<file path="config.mk">
export PLATFORM = sky130hd
export DESIGN_NAME = strobe_generator
export DESIGN_NICKNAME = d
export VERILOG_FILES = /design/src/rtl/strobe_generator.sv
export SDC_FILE = /design/constraint.sdc
export NUM_CORES = 1
export LEC_CHECK = 0
export ABC_AREA = 1
export CAP_MARGIN = 20
export CORE_ASPECT_RATIO = 1.75
export CORE_MARGIN = 5
export CORE_UTILIZATION = 57
export CTS_CLUSTER_DIAMETER = 100
export DETAILED_ROUTE_END_ITERATION = 16
export PLACE_DENSITY = 0.88
export SLEW_MARGIN = 20
export SYNTH_ARGS = -nofsm -noshare
export SYNTH_HDL_FRONTEND = slang
export SYNTH_SLANG_ARGS = --single-unit
</file>
<file path="constraint.sdc">
create_clock -name clk -period 4.92 [get_ports clk]
set_input_delay 0.492 -clock clk [delete_from_list [all_inputs] [get_ports clk]]
set_output_delay 0.492 -clock clk [all_outputs]
set_load 0.005 [all_outputs]
</file>
<file path="src/rtl/strobe_generator.sv">
// strobe_generator: multi-channel programmable single-cycle strobe source with
// per-channel period/phase, periodic or one-shot mode, and a shared resync.
`default_nettype none

module strobe_generator #(
    parameter int CHANNELS = 4,
    parameter int WIDTH    = 16
) (
    input  logic                      clk,
    input  logic                      reset_n,
    input  logic [CHANNELS-1:0]       enable,
    input  logic [CHANNELS-1:0]       oneshot,
    input  logic [CHANNELS*WIDTH-1:0] period_m1,
    input  logic [CHANNELS*WIDTH-1:0] phase,
    input  logic                      sync,
    output logic [CHANNELS-1:0]       pulse,
    output logic [CHANNELS-1:0]       active
);

    typedef enum logic [1:0] {
        IDLE  = 2'd0,
        COUNT = 2'd1,
        DONE  = 2'd2
    } state_t;

    for (genvar i = 0; i < CHANNELS; i++) begin : g_ch
        state_t             state_q, state_d;
        logic [WIDTH-1:0]   cnt_q, cnt_d;
        logic               pulse_q, pulse_d;
        logic [WIDTH-1:0]   ch_period;
        logic [WIDTH-1:0]   ch_phase;

        assign ch_period = period_m1[i*WIDTH +: WIDTH];
        assign ch_phase  = phase[i*WIDTH +: WIDTH];

        always_ff @(posedge clk or negedge reset_n) begin
            if (!reset_n) begin
                state_q <= IDLE;
                cnt_q   <= '0;
                pulse_q <= 1'b0;
            end else begin
                state_q <= state_d;
                cnt_q   <= cnt_d;
                pulse_q <= pulse_d;
            end
        end

        // Disable beats sync, sync beats a due pulse; reload at zero means no underflow.
        always_comb begin
            state_d = state_q;
            cnt_d   = cnt_q;
            pulse_d = 1'b0;
            if (!enable[i]) begin
                state_d = IDLE;
                cnt_d   = '0;
            end else if (sync || state_q == IDLE) begin
                state_d = COUNT;
                cnt_d   = ch_phase;
            end else begin
                case (state_q)
                    COUNT: begin
                        if (cnt_q == '0) begin
                            pulse_d = 1'b1;
                            cnt_d   = ch_period;
                            state_d = oneshot[i] ? DONE : COUNT;
                        end else begin
                            cnt_d = cnt_q - WIDTH'(1);
                        end
                    end
                    DONE:    state_d = DONE;
                    default: state_d = IDLE;
                endcase
            end
        end

        assign pulse[i]  = pulse_q;
        assign active[i] = (state_q == COUNT);
    end

endmodule

`default_nettype wire

</file>
==> results.md <==
* Simple-gate area share of the yosys netlist at 53.79%
* Crit path launch type: input pin
* Total leakage power at 4.555 nW
* Starting density of the core at 57.57%
* Reg clk slew, reported paths at 0.06 ns
* R2R cell count at 11
* Remaining global-route overflow at 0
* Chip height at 155.2 um
* Vias in the first global route at 7450
* Mux cell area share after synthesis at 0%
* Worst Tran Pin Value at 0.7294 ns
* Starting DRT DRC Count at 418
* Rel. slew slack at 51.37%
* Area delta synth->final at 25.47%
* Synth async-reset ratio at 100.0%
* Worst Hold Class: input pin to asynchronous set/reset pin
* Final WS setup at 2.446 ns
* Post-Route Skew at 0.007025 ns
* Largest net degree at the start of global routing at 77
* Net count, final at 1451
* WP data required at 5.14 ns
* Power Internal at 0.001389 W
* Routed len/inst at 13.99 um
* Most frequent cell after synthesis: nand2_1
* Total CTS buffers at 9
* Post-synth EDFFs at 0
* Die W at 93 um
* Critical path capture point type: flop
* YS warnings at 0
* Status: completed
* Critical-path top delay cell: clkdlybuf4s50_1
* Final setup TNS at 0 ns
* Clk_lat worst skew at 0.34 ns
* Vias/cell at 5.367
* Setup WS pre-CTS at 2.143 ns
* Power Dens Cells at 252.1 nW/um^2
* Placer Congestion at 0.9695
* Yosys top cell by area: dfrtp_1
* CP Data Arrival Time at 2.70 ns
* H-Tree Level Count at 3
* Die area at 14440 um^2
* Drt drc at 0
* Synthesized area at 6872 um^2
* Seq pwr share at 34.9%
* CTS sink count at 76
* Clock buffer depth at 2
* Pre-antenna DRT Iters at 5
* TritonCTS clock tree: done
* WL final at 20060 um
* Cell Chain, Critical Path: clkdlybuf4s50_1 > nor2_2 > buf_4 > nand2_1 > inv_2 > nand2_1 > nand2_1 > inv_1 > nand3_1 > nand2_1
* Tot Pwr at 0.002174 W
* Setup CP Type: input pin to flop
* Final Hold Vio Count at 0
* Combinational share of power at 33.7%
* RR Startpoint: g_ch[0].state_q[0]$_DFFE_PN0P_
* Hold_buf cts at 0
* Flops & latches, synth at 76
* Most used cell along the critical path: nand2_1
* Post-route ant nets at 0
* Fin. max-slew vios at 0
* Final HPWL DP at 15520 um
* Synth Area in Adders at 3.642%
* Post-route clock period utilization at 50.28%
* Worst Setup SP: sync
* I/O pins at 147
* Vias at 7696
* Core area at 11940 um^2
* Clk pwr share at 31.4%
* Sw Share at 36.12%
* Syn Nets at 1322
* GRT Total Usage at 27.79%
* Reg2Reg Capture Point: g_ch[0].cnt_q[4]$_DFFE_PN0P_
* RSZ-0062 raised after global routing: false
* Post-synth top cells: 460 x nand2_1, 189 x nor2_1, 129 x nand3_1, 120 x inv_1, 76 x dfrtp_1
* Avg Cell Area, Syn at 5.909 um^2
* Yosys top cell area share at 27.68%
* Largest family of logic cells by synthesized area: simple AND/OR/NAND/NOR gates
* Max incr delay on CP at 0.59 ns
* Final setup vio count at 0
* CP max FO at 32
* Root Driver: clkbuf_16
* # rows at 53
* Sequential area share after synthesis at 27.68%
* XOR/XNOR share of the synthesized area at 1.657%
* Ranking of synthesized cells by area: dfrtp_1 28%, nand2_1 25%, nor2_1 10%, nand3_1 9.4%, inv_1 6.6%
* P_sw at 0.0007850 W
* Max Cap Viol at 0
* Synth Area in Compound Gates at 3.314%
* Peak supply drop at 185.7 uV
* Hold_ws at 0.1857 ns
* Gate Count Post-Synth at 1163
* Reg-to-reg slack, setup at 2.68 ns
* First-pass GRT wire length at 32290 um
* Crit path time final at 2.474 ns
* Top FF cell, synth: dfrtp_1
* Antenna cells at 0
* Resized cells post-CTS at 0
* # Post-CTS Setup Buffers at 0
* Yosys cell types at 32
* Buffers added on ports at 146
* Initial antenna violation count at 0
* Share of cells above drive strength 1 at 5.243%
* F_max at 404.3 MHz
## cell families (layout without fill, tap and decap cells)
family	Yosys count	count (layout)
buffers and inverters	156	290
xor gates and xnor gates	13	13
AOI/OAI and AO/OA	41	41
DFF	76	76
and+or+nand+nor	857	857
adders and majority gates	20	20
## area by class of cell
cell class | instances | area (um^2)
timing repair buffer | 150 | 1493
multi-input combinational | 931 | 4288
clock inverter | 5 | 60.06
clock buffer | 11 | 242.7
fill | 1022 | 3314
tap | 137 | 171.4
inverter | 124 | 465.4
sequential | 76 | 1902
## routing by layer
layer	global-route usage (%)	routed length, um
met2	52.29	10740
met1	27.33	7005
met4	18.45	1172
met3	4.209	1139
met5	0	0
## cell usage in the layout (no fill, tap or decap), drive strengths merged
| cell | Yosys | layout |
|---|---|---|
| nor3b | 2 | 2 |
| clkdlybuf4s50 | 0 | 145 |
| buf | 23 | 5 |
| nand3 | 134 | 134 |
| nand3b | 16 | 16 |
| a21o | 2 | 2 |
| and3 | 1 | 1 |
| nor2 | 211 | 211 |
| clkbuf | 9 | 11 |
| bufinv | 0 | 1 |
| xor2 | 11 | 11 |
| clkinvlp | 0 | 1 |
| clkinv | 0 | 2 |
| o21ai | 29 | 29 |
| inv | 124 | 125 |
| or2 | 8 | 8 |
| ha | 20 | 20 |
| dfrtp | 76 | 76 |
| nand4 | 12 | 12 |
| nor3 | 5 | 5 |
| a21oi | 3 | 3 |
| xnor2 | 2 | 2 |
| o21bai | 7 | 7 |
| nand2 | 468 | 468 |
## through the flow
| step | util, % | std cells | cell area [um^2] |
|---|---|---|---|
| final | 72.23 | 1434 | 8622 |
| after global routing | 72.23 | 1434 | 8622 |
| after CTS | 72.20 | 1434 | 8618 |
| after detailed placement | 69.66 | 1418 | 8315 |
| after global placement | 69.66 | 1418 | 8315 |
| after floorplan | - | 1163 | 6872 |
## flip-flops by register name, indices dropped and copies added, names as in the netlist
name and cells:
g_ch.state_q 8, g_ch.cnt_q 64, g_ch.pulse_q 4
## worst max-delay path: cells and delay by family
family                 cells  cell delay (ns)
buffers and inverters      4             1.22
AND/OR/NAND/NOR            6             0.98
## worst max path at each step
stage | end | slack [ns] | cells past startpoint
finish | g_ch[0].cnt_q[4]$_DFFE_PN0P_ | 2.45 | 10
global route | g_ch[0].cnt_q[4]$_DFFE_PN0P_ | 2.25 | 10
CTS | g_ch[0].cnt_q[4]$_DFFE_PN0P_ | 2.48 | 10
detailed placement | g_ch[0].cnt_q[3]$_DFFE_PN0P_ | 2.14 | 10
global placement | g_ch[0].cnt_q[4]$_DFFE_PN0P_ | 2.20 | 10
floorplan | g_ch[3].cnt_q[4]$_DFFE_PN0P_ | 3.34 | 10
## power by group through the flow
| stage | logic (W) | clock network, W | registers (W) |
|---|---|---|---|
| 6_report | 0.000732 | 0.000683 | 0.000758 |
| 5_1_grt | 0.000827 | 0.000716 | 0.000765 |
| 4_1_cts | 0.000730 | 0.000692 | 0.000755 |
| 3_5_place_dp | 0.000724 | 0 | 0.000765 |
| 3_3_place_gp | 0.000712 | 0 | 0.000764 |
| 2_1_floorplan | 0.000491 | 0 | 0.000743 |
(Power assumes the default switching activity.)
